===== config.mk =====
export PLATFORM = sky130hd
export DESIGN_NAME = ialu_issue_arb_flat
export DESIGN_NICKNAME = d
export VERILOG_FILES = /design/src/rtl/ialu_pkg.sv /design/src/rtl/ialu_issue_arb_if.sv /design/src/rtl/ialu_issue_arb_rr.sv /design/src/rtl/ialu_issue_arb.sv /design/src/flat_wrapper.sv
export SDC_FILE = /design/constraint.sdc
export NUM_CORES = 1
export LEC_CHECK = 0
export BUFFER_PORTS_ARGS = -buffer_cell sky130_fd_sc_hd__buf_2
export CAP_MARGIN = 15
export CORE_AREA = 5 5 182 184
export CTS_CLUSTER_SIZE = 10
export DETAILED_ROUTE_END_ITERATION = 10
export DIE_AREA = 0 0 187 189
export GPL_ROUTABILITY_DRIVEN = 1
export HOLD_SLACK_MARGIN = 0.02
export PLACE_DENSITY_LB_ADDON = 0.3
export SKIP_CTS_REPAIR_TIMING = 1
export SLEW_MARGIN = 10
export SYNTH_ARGS = -nofsm -noshare
export SYNTH_HDL_FRONTEND = slang
export SYNTH_SLANG_ARGS = --single-unit

===== constraint.sdc =====
create_clock -name clk -period 3.72 [get_ports clk]
set_input_delay 0.372 -clock clk [delete_from_list [all_inputs] [get_ports clk]]
set_output_delay 0.372 -clock clk [all_outputs]
set_load 0.01 [all_outputs]

===== src/rtl/ialu_pkg.sv =====
// ialu_pkg: opcodes, width helpers and small utility functions
// shared by the integer ALU issue arbiter slice.
package ialu_pkg;

   localparam logic [2:0] OP_NOP = 3'b000;
   localparam logic [2:0] OP_MUL = 3'b001;
   localparam logic [2:0] OP_ADD = 3'b011;

   function automatic int opw(int dw);
      return 2 * dw + 5;
   endfunction

   function automatic int resw(int dw);
      return 2 * dw + 6;
   endfunction

   function automatic int clog2(int n);
      int r;
      r = 0;
      while ((1 << r) < n) r++;
      return (r < 1) ? 1 : r;
   endfunction

   function automatic logic is_legal_op(logic [2:0] op);
      return (op == OP_MUL) || (op == OP_ADD);
   endfunction

endpackage


===== src/rtl/ialu_issue_arb_if.sv =====
// ialu_issue_arb_if: request, ALU and response bundle of the
// shared ALU issue arbiter; slave side is the arbiter itself.
interface ialu_issue_arb_if #(
   parameter int DWIDTH = 16,
   parameter int NREQ   = 4
);
   import ialu_pkg::*;

   localparam int OPW = opw(DWIDTH);
   localparam int RW  = resw(DWIDTH);

   logic [NREQ-1:0]     req_valid;
   logic [NREQ-1:0]     req_ready;
   logic [3*NREQ-1:0]   req_opcode;
   logic [OPW*NREQ-1:0] req_a;
   logic [OPW*NREQ-1:0] req_b;
   logic [2:0]          alu_opcode;
   logic [OPW-1:0]      alu_a;
   logic [OPW-1:0]      alu_b;
   logic [RW-1:0]       alu_y;
   logic [NREQ-1:0]     rsp_valid;
   logic [RW-1:0]       rsp_data;
   logic                rsp_err;
   logic                busy;

   modport slave (
      input  req_valid, req_opcode, req_a, req_b, alu_y,
      output req_ready, alu_opcode, alu_a, alu_b,
      output rsp_valid, rsp_data, rsp_err, busy
   );

   modport master (
      output req_valid, req_opcode, req_a, req_b, alu_y,
      input  req_ready, alu_opcode, alu_a, alu_b,
      input  rsp_valid, rsp_data, rsp_err, busy
   );

endinterface


===== src/rtl/ialu_issue_arb_rr.sv =====
// rr_arbiter: round-robin one-hot grant over eligibility bits;
// the pointer moves past the winner only when advance is strobed.
module rr_arbiter
   import ialu_pkg::*;
#(
   parameter int NREQ = 4,
   localparam int IDW = clog2(NREQ)
) (
   input  logic            clk,
   input  logic            rst_n,
   input  logic [NREQ-1:0] elig,
   input  logic            adv,
   output logic [NREQ-1:0] gnt,
   output logic [IDW-1:0]  ptr
);

   logic [IDW-1:0] win;
   logic           found;

   // First eligible requester at or after the pointer wins
   always_comb begin
      gnt   = '0;
      win   = '0;
      found = 1'b0;
      for (int k = 0; k < NREQ; k++) begin
         int j;
         j = int'(ptr) + k;
         if (j >= NREQ) j = j - NREQ;
         if (!found && elig[j]) begin
            gnt[j] = 1'b1;
            win    = IDW'(j);
            found  = 1'b1;
         end
      end
   end

   // Pointer steps past the winner on an accepted handshake
   always_ff @(posedge clk or negedge rst_n) begin
      if (!rst_n) begin
         ptr <= '0;
      end else if (adv) begin
         ptr <= (win == IDW'(NREQ - 1)) ? '0 : win + IDW'(1);
      end
   end

endmodule


===== src/rtl/ialu_issue_arb.sv =====
// ialu_issue_arb: shares one pipelined ALU between NREQ requesters
// with credit-bounded issue and tag-routed results. Option: IALU_ARB_PERF_EN.
module ialu_issue_arb
   import ialu_pkg::*;
#(
   parameter int DWIDTH  = 16,
   parameter int NREQ    = 4,
   parameter int LAT     = 4,
   parameter int MAX_OUT = 2
) (
   input  logic        clk,
   input  logic        rst_n,
   ialu_issue_arb_if.slave bus
`ifdef IALU_ARB_PERF_EN
   ,
   output logic [31:0] perf_issue,
   output logic [31:0] perf_stall
`endif
);

   localparam int OPW = opw(DWIDTH);
   localparam int IDW = clog2(NREQ);
   localparam int CW  = 3;

   logic [NREQ-1:0] elig;
   logic [NREQ-1:0] gnt;
   logic [NREQ-1:0] ret;
   logic [IDW-1:0]  rr_ptr;
   logic [IDW-1:0]  win;
   logic            hs;
   logic            legal;
   logic [2:0]      sel_op;
   logic [OPW-1:0]  sel_a;
   logic [OPW-1:0]  sel_b;
   logic [CW-1:0]   cnt [NREQ];

   logic [LAT:0]    tv;
   logic [LAT:0]    terr;
   logic [IDW-1:0]  tid [LAT+1];

   // Requester may compete only while it holds a free credit
   always_comb begin
      elig = '0;
      for (int i = 0; i < NREQ; i++) begin
         elig[i] = rst_n & bus.req_valid[i] &
                   (cnt[i] < CW'(MAX_OUT));
      end
   end

   rr_arbiter #(.NREQ(NREQ)) u_rr (
      .clk   (clk),
      .rst_n (rst_n),
      .elig  (elig),
      .adv   (hs),
      .gnt   (gnt),
      .ptr   (rr_ptr)
   );

   assign bus.req_ready = gnt;
   assign hs            = |gnt;

   // Winner index and its operation
   always_comb begin
      win = '0;
      for (int i = 0; i < NREQ; i++) begin
         if (gnt[i]) win = IDW'(i);
      end
      sel_op = bus.req_opcode[3*int'(win) +: 3];
      sel_a  = bus.req_a[OPW*int'(win) +: OPW];
      sel_b  = bus.req_b[OPW*int'(win) +: OPW];
      legal  = is_legal_op(sel_op);
   end

   // Which requester retires a result on the coming edge
   always_comb begin
      ret = '0;
      for (int i = 0; i < NREQ; i++) begin
         ret[i] = tv[LAT] && (tid[LAT] == IDW'(i));
      end
   end

   // ALU input registers; illegal ops are issued as a zeroed NOP
   always_ff @(posedge clk or negedge rst_n) begin
      if (!rst_n) begin
         bus.alu_opcode <= OP_NOP;
         bus.alu_a      <= '0;
         bus.alu_b      <= '0;
      end else if (hs && legal) begin
         bus.alu_opcode <= sel_op;
         bus.alu_a      <= sel_a;
         bus.alu_b      <= sel_b;
      end else if (hs) begin
         bus.alu_opcode <= OP_NOP;
         bus.alu_a      <= '0;
         bus.alu_b      <= '0;
      end else begin
         bus.alu_opcode <= OP_NOP;
      end
   end

   // Tag pipeline tracks owner and error flag alongside the ALU
   always_ff @(posedge clk or negedge rst_n) begin
      if (!rst_n) begin
         tv   <= '0;
         terr <= '0;
         for (int k = 0; k <= LAT; k++) tid[k] <= '0;
      end else begin
         tv[0]   <= hs;
         terr[0] <= hs & ~legal;
         tid[0]  <= win;
         for (int k = 1; k <= LAT; k++) begin
            tv[k]   <= tv[k-1];
            terr[k] <= terr[k-1];
            tid[k]  <= tid[k-1];
         end
      end
   end

   // Route the ALU result to its owner; data holds when idle
   always_ff @(posedge clk or negedge rst_n) begin
      if (!rst_n) begin
         bus.rsp_valid <= '0;
         bus.rsp_data  <= '0;
         bus.rsp_err   <= 1'b0;
      end else if (tv[LAT]) begin
         bus.rsp_valid <= ret;
         bus.rsp_data  <= terr[LAT] ? '0 : bus.alu_y;
         bus.rsp_err   <= terr[LAT];
      end else begin
         bus.rsp_valid <= '0;
      end
   end

   // Credits: take one on issue, return one on retire
   always_ff @(posedge clk or negedge rst_n) begin
      if (!rst_n) begin
         for (int i = 0; i < NREQ; i++) cnt[i] <= '0;
      end else begin
         for (int i = 0; i < NREQ; i++) begin
            if (gnt[i] && !ret[i]) cnt[i] <= cnt[i] + CW'(1);
            else if (!gnt[i] && ret[i]) cnt[i] <= cnt[i] - CW'(1);
         end
      end
   end

   assign bus.busy = (|tv) | (bus.alu_opcode != OP_NOP);

`ifdef IALU_ARB_PERF_EN
   // Saturating counters of legal issues and credit stalls
   always_ff @(posedge clk or negedge rst_n) begin
      if (!rst_n) begin
         perf_issue <= '0;
         perf_stall <= '0;
      end else begin
         if (hs && legal && perf_issue != '1)
            perf_issue <= perf_issue + 32'd1;
         if ((|bus.req_valid) && !hs && perf_stall != '1)
            perf_stall <= perf_stall + 32'd1;
      end
   end
`endif

endmodule


===== src/flat_wrapper.sv =====
// flat-port wrapper written by rule: the top's interface ports become plain ports
module ialu_issue_arb_flat import ialu_pkg::*;
#(
   parameter int DWIDTH  = 16,
   parameter int NREQ    = 4,
   parameter int LAT     = 4,
   parameter int MAX_OUT = 2
)
  (clk, rst_n, bus_req_valid, bus_req_opcode, bus_req_a, bus_req_b, bus_alu_y, bus_req_ready, bus_alu_opcode, bus_alu_a, bus_alu_b, bus_rsp_valid, bus_rsp_data, bus_rsp_err, bus_busy);
  ialu_issue_arb_if #(.DWIDTH(DWIDTH), .NREQ(NREQ)) bus_i ();
  input  logic clk;
  input  logic rst_n;
  input wire logic [$bits(bus_i.req_valid)-1:0] bus_req_valid;
  input wire logic [$bits(bus_i.req_opcode)-1:0] bus_req_opcode;
  input wire logic [$bits(bus_i.req_a)-1:0] bus_req_a;
  input wire logic [$bits(bus_i.req_b)-1:0] bus_req_b;
  input wire logic [$bits(bus_i.alu_y)-1:0] bus_alu_y;
  output wire logic [$bits(bus_i.req_ready)-1:0] bus_req_ready;
  output wire logic [$bits(bus_i.alu_opcode)-1:0] bus_alu_opcode;
  output wire logic [$bits(bus_i.alu_a)-1:0] bus_alu_a;
  output wire logic [$bits(bus_i.alu_b)-1:0] bus_alu_b;
  output wire logic [$bits(bus_i.rsp_valid)-1:0] bus_rsp_valid;
  output wire logic [$bits(bus_i.rsp_data)-1:0] bus_rsp_data;
  output wire logic [$bits(bus_i.rsp_err)-1:0] bus_rsp_err;
  output wire logic [$bits(bus_i.busy)-1:0] bus_busy;
  assign bus_i.req_valid = bus_req_valid;
  assign bus_i.req_opcode = bus_req_opcode;
  assign bus_i.req_a = bus_req_a;
  assign bus_i.req_b = bus_req_b;
  assign bus_i.alu_y = bus_alu_y;
  assign bus_req_ready = bus_i.req_ready;
  assign bus_alu_opcode = bus_i.alu_opcode;
  assign bus_alu_a = bus_i.alu_a;
  assign bus_alu_b = bus_i.alu_b;
  assign bus_rsp_valid = bus_i.rsp_valid;
  assign bus_rsp_data = bus_i.rsp_data;
  assign bus_rsp_err = bus_i.rsp_err;
  assign bus_busy = bus_i.busy;
  ialu_issue_arb #(.DWIDTH(DWIDTH), .NREQ(NREQ), .LAT(LAT), .MAX_OUT(MAX_OUT)) u_core (.clk(clk), .rst_n(rst_n), .bus(bus_i));
endmodule

Yosys cells after proc, flatten, opt, wreduce, memory -nomap -nowiden
Cells that the tools add are included.
- reduce and logical (&&, ||, !) cells: 41
- shifts and indexed selects: 3
- bitwise logic cells: 14
- multiplexer cells: 53
- div/mod/pow operators: 0
- equal/unequal tests: 6
- multiply operators: 2
- magnitude comparators: 16
- add/sub/neg operators: 16
- operators by type and width (cell ; count):
    variable part select 148 x 32 -> 37 bit ; 2
    >= comparator 32 x 1 -> 1 bit, second input constant ; 4
    < comparator 32 x 4 -> 1 bit, second input constant ; 4
    2-to-1 mux 32 bit ; 4
    2-to-1 mux 37 bit ; 3
    2-to-1 mux 38 bit ; 1
    variable part select 12 x 32 -> 3 bit ; 1
    2-to-1 mux 3 bit ; 9
    logical AND 1 bit ; 20
    2-to-1 mux 4 bit ; 5
    2-to-1 mux 1 bit ; 16
    2-to-1 mux 2 bit ; 7
    adder 3 x 1 -> 3 bit, second input constant ; 4
    < comparator 3 x 2 -> 1 bit, second input constant ; 4
    bitwise OR 4 bit ; 3
    subtractor 3 x 1 -> 3 bit, second input constant ; 4
    subtractor 3 x 3 -> 4 bit, second input constant ; 3
    logical NOT 1 bit ; 11
    nonzero test 2 bit ; 5
    bitwise AND 1 bit ; 9
    >= comparator 3 bit, second input constant ; 3
    binary-select mux 1 bit (select 2 bit) ; 4
    demux 1 bit (select 2 bit) ; 4
    multiplier 6 x 2 -> 8 bit, first input constant ; 1
    other kinds (17) ; 20
- bits of input ports: 352
- bits in latches: 0
- output and inout port bits: 125
- logic and storage cells: 169
- ROM bits: 0
- memories: 0
- bits in writable memories: 0
- register bits after elaboration: 154

Longest topological paths before layout
- depth in word-level cells: 24
- gate-level depth with buffers: 16
- gate-level depth less buffers: 12

Hierarchy
From an unflattened synthesis, not the netlist that was laid out.
- cell total of the unflattened synthesis: 845
- area total of the unflattened synthesis: 8697.1 µm²
- modules (own cells, without submodules) (module ; cells an instance ; area an instance (µm²) ; seq. area each (µm²) ; times used):
    ialu_issue_arb ; 766 ; 8067.7 ; 3803.6 ; 1
    rr_arbiter ; 79 ; 629.4 ; 50.0 ; 1

Worst setup path after synthesis
OpenSTA, ideal clock, no wires.
- path type: register to register
- start: reg u_core.u_rr.ptr[0]
- end: reg u_core.cnt[5] (netlist bit)
- slack: 138 ps
- data required time: 3641 ps
- buffers on the path: 4
- library setup time: 79 ps
- arrival time: 3502 ps
- cell stages (with the launch flop): 17
- cell sequence: dfrtp_1 -> buf_4 -> inv_2 -> ha_1 -> mux4_2 -> buf_2 -> o211ai_1 -> o211ai_2 -> inv_2 -> buf_2 -> clkbuf_1 -> ha_1 -> inv_1 -> fa_1 -> xor2_1 -> nor2_1 -> xor2_1
- longest elaborated chain between the ends: 18
- ends and longest elaborated chain (element ; RTL line ; source):
    start, declared ; ialu_issue_arb_rr.sv:14 ; output logic [IDW-1:0] ptr
    start signal, assigned ; ialu_issue_arb_rr.sv:42 ; ptr <= (win == IDW'(NREQ - 1)) ? '0 : win + IDW'(1);
    parallel branches: the longest is 14 deep, another holds >= comparator 32 x 1 -> 1 bit ; - ;
    2-to-1 mux 4 bit (*) ; ialu_issue_arb_rr.sv:29 ; if (!found && elig[j]) begin
    named net bus_req_ready[2] ; flat_wrapper.sv:18 ; output wire logic [$bits(bus_i.req_ready)-1:0] bus_req_ready;
    logical NOT 1 bit ; ialu_issue_arb.sv:141 ; else if (!gnt[i] && ret[i]) cnt[i] <= cnt[i] - CW'(1);
    logical AND 1 bit ; ialu_issue_arb.sv:141 ;
    nonzero test 2 bit (no source line) ; - ;
    end signal, assigned by index ; ialu_issue_arb.sv:140 ; if (gnt[i] && !ret[i]) cnt[i] <= cnt[i] + CW'(1);
    end signal, assigned by index ; ialu_issue_arb.sv:141 ;
    end, declared ; ialu_issue_arb.sv:35 ; logic [CW-1:0] cnt [NREQ];
Mark *: on every way through the listed nets, which the timed path passes. The select of a mux whose other input is x is not followed.
A chain may end at the register's enable or synchronous reset.

Worst setup path in the final report
- start: reg u_core.u_rr.ptr[1]
- end: reg u_core.u_rr.ptr[0]
- RTL lines (element ; RTL line ; source):
    parallel branches: the longest is 14 deep, another holds >= comparator 32 x 1 -> 1 bit ; - ;
    2-to-1 mux 4 bit (*) ; ialu_issue_arb_rr.sv:29 ;
    OR reduction 4 bit (*) ; ialu_issue_arb.sv:60 ; assign hs = |gnt;
    named net u_core.hs ; ialu_issue_arb.sv:30 ; logic hs;
Marked as above.

==> run metrics <==
Post-DP HPWL 29.3 mm; Syn Area/Cell 9.30 um2; Pins Over Slew Limit 0; chip height ~190 um; top_reg_cell synth dfrtp_1; post-synthesis sequential area ratio 40.1%; final period utilization 93.0%; f_max 289 MHz; Final Skew between 10 and 15 ps; CTS tree yes; Placed Cells 1829; die area 35300 um2; drt first-iter violations between 600 and 700; status completed; Root Buffer clkbuf_16; post-route ant nets 0; via count 9988; area leader, netlist dfrtp_1; storage element area 3850 um2; min Tclk post-route around 3500 ps; Multi-input gate area 4800 um2; Fin. Hold Viols 0; Core Util, Final 41.8%; CTS Buf Count 17; Power Total 0.0103 W; post-synth net total 1401; Routed WL roughly 40 mm; Max transition margin 37.7%; H-tree depth 4; met3 GRT Util roughly 5.3%; Port Buffer Count 476; Initial Util 30.8%; vias in the first global route 10300; share of the synthesized area in the top cell type 40.1%; non-filler cells, final 1865; Synth warnings 0; Core Box Area 31200 um2; critical path endpoint category register; DRT Pass-1 Iters 6; first-pass GRT wire length 60.8 mm; Mapped Cells 1033; Area Overhead vs Synth 35.9%; Mapped Area 9600 um2; fraction of registers with async set/reset between 90% and 100%; Die Wd about 190 um; DRC 0; worst hold path class input port to async pin; EDFF count, synth 0; Peak supply drop 436 uV; Clock transition at path regs around 80 ps; Max Cap Viol 0; worst-skew pair later-pin latency 420 ps; number of fill cells 3169; layout cells sized above 1 41.0%; total grt overflow 0; leakage power 6.41 nW; GRT met1 Usage 27.2%; number of synthesized register bits roughly 150; largest net degree at the start of global routing 75; crit-path cells inv_1, ha_1, mux4_2, or3b_4, o211ai_2, nand2_1, nor3_4, buf_12, inv_2, mux2_1; vias per cell between 5 and 6; Final setup viols 0; worst-path fanout max 26; io pins 477; GRT busiest layer met2; Critical Path Start Type register; DR WL/cell around 21 um; PwrDens 792 nW/um2; num rows between 60 and 70; met2 global-route usage 37.8%; Crit Path Class register to register; initial antenna violation count 7; Slew @ Worst Pin 935 ps; Worst Path Arrival between 3000 and 4000 ps; post-synth cell types 53; final net count around 1800; GRT Util Overall 21.6%; CP Data Required Time 4020 ps; top post-synthesis cells by area dfrtp_1 40%, o2111ai_1 6.7%, a22oi_1 5.8%; final hold slack about 83 ps; Critical Path Max Stage Delay 530 ps; RSZ-0062 raised after global routing false; RePlAce Congestion 0.855; CP max stage cell or3b_4; setup TNS 0 ps; CTS max path bufs 2; Sink Count 154
## metal layers
metal	share of wire (%)	vias up
li1	-	4697
met1	41	4786
met2	50	453
met3	7.0	50
met4	1.6	2
met5	0.033	-
## worst max-delay path: cells and delay by family (launching register included)
kind	cells	cell delay (ps)
and+or+nand+nor	3	1110
DFF	1	450
buffers and inverters	3	430
adders and majority gates	1	390
muxes	2	790
AOI/OAI and AO/OA	1	160
## synth_stat cells, types with 5 or more instances
cell       number
xor2_1          8
buf_1          11
clkbuf_1       68
nor2_1          7
inv_2           5
xnor2_1         5
o311ai_0       45
inv_1         123
ha_1           12
nand2_1        47
dfrtp_1       154
nand3_1        77
o2111ai_1      74
buf_2          30
mux2_2          5
o311ai_1       29
nand2b_1       75
o31ai_2        25
o21ai_0        42
a22oi_1        74
o31ai_1        49
mux4_2          6
## state kept, by name, summed over array words and instances, names as in the netlist
register and count:
u_core.bus.rsp_err 1, u_core.bus.alu_b 37, u_core.bus.rsp_data 38, u_core.bus.alu_opcode 3, u_core.cnt 12, u_core.bus.alu_a 37, u_core.bus.rsp_valid 4, u_core.u_rr.ptr 2
u_core.terr 5, u_core.tv 5, u_core.tid 10
## report_power, final
part	switching (W)	total, W	leakage [nW]	internal [W]
clock	0.000865	0.00178	0.290	0.000910
combinational	0.00383	0.00603	4.12	0.00220
sequential	0.000302	0.00253	2.00	0.00223
## layout make-up
type	count	area share [%]
Timing Repair Buffer	512	21.5
Multi-Input combinational cell	635	36.8
Antenna cell	2	0.0384
Clock buffer	17	3.26
Sequential cell	154	29.5
Inverter	128	3.73
Clock inverter	15	1.34
Tap cell	402	3.85
## through the flow
step / setup WS (ps) / instance area [um2]
floorplan: 138 / 9600
global placement: 240 / 12400
detailed placement: 122 / 12400
CTS: 30.8 / 13000
global route: 74.9 / 13000
finish: 260 / 13000
## logic make-up after synthesis
logic type	synth area share (%)
xor gates and xnor gates	1.19
DFF	40.1
and+or+nand+nor	13.6
other	0.0390
AOI/OAI and AO/OA	30.0
buffers and inverters	10.3
muxes	2.32
adders and majority gates	2.40
## placed cells by master, fill, tap and decap left out, drive strengths merged, types with 4 or more instances in the layout
| master | instances |
|---|---|
| a22oi | 74 |
| xnor2 | 5 |
| o21ai | 42 |
| a31oi | 4 |
| nand2 | 47 |
| o31ai | 74 |
| fa | 4 |
| o311ai | 74 |
| buf | 510 |
| clkbuf | 17 |
| nand4bb | 4 |
| o2111ai | 74 |
| nand3 | 77 |
| nor2b | 4 |
| nor2 | 7 |
| nor4bb | 4 |
| mux2 | 6 |
| xor2 | 8 |
| nand2b | 75 |
| inv | 133 |
| dfrtp | 154 |
| or2 | 4 |
| ha | 12 |
| clkinv | 9 |
| mux4 | 6 |
## final timing paths
check,start,end,slack (ps),depth (start not counted)
worst max-delay path,u_core.u_rr.ptr[1]$_DFFE_PN0P_,u_core.u_rr.ptr[0]$_DFFE_PN0P_,260,10
worst min-delay path,rst_n,u_core.cnt[10]$_DFFE_PN0P_,80,2
worst max register to register,u_core.u_rr.ptr[1]$_DFFE_PN0P_,u_core.u_rr.ptr[0]$_DFFE_PN0P_,260,10
worst min register to register,u_core.tid[5]$_DFF_PN0_,u_core.tid[3]$_DFF_PN0_,350,0
max in group asynchronous,rst_n,u_core.bus.alu_b[14]$_DFFE_PN0P_,1990,4
min in group clk,bus_alu_y[6],u_core.bus.rsp_data[6]$_DFFE_PN0P_,150,3
Note: power is estimated with default switching activity, not from simulation.
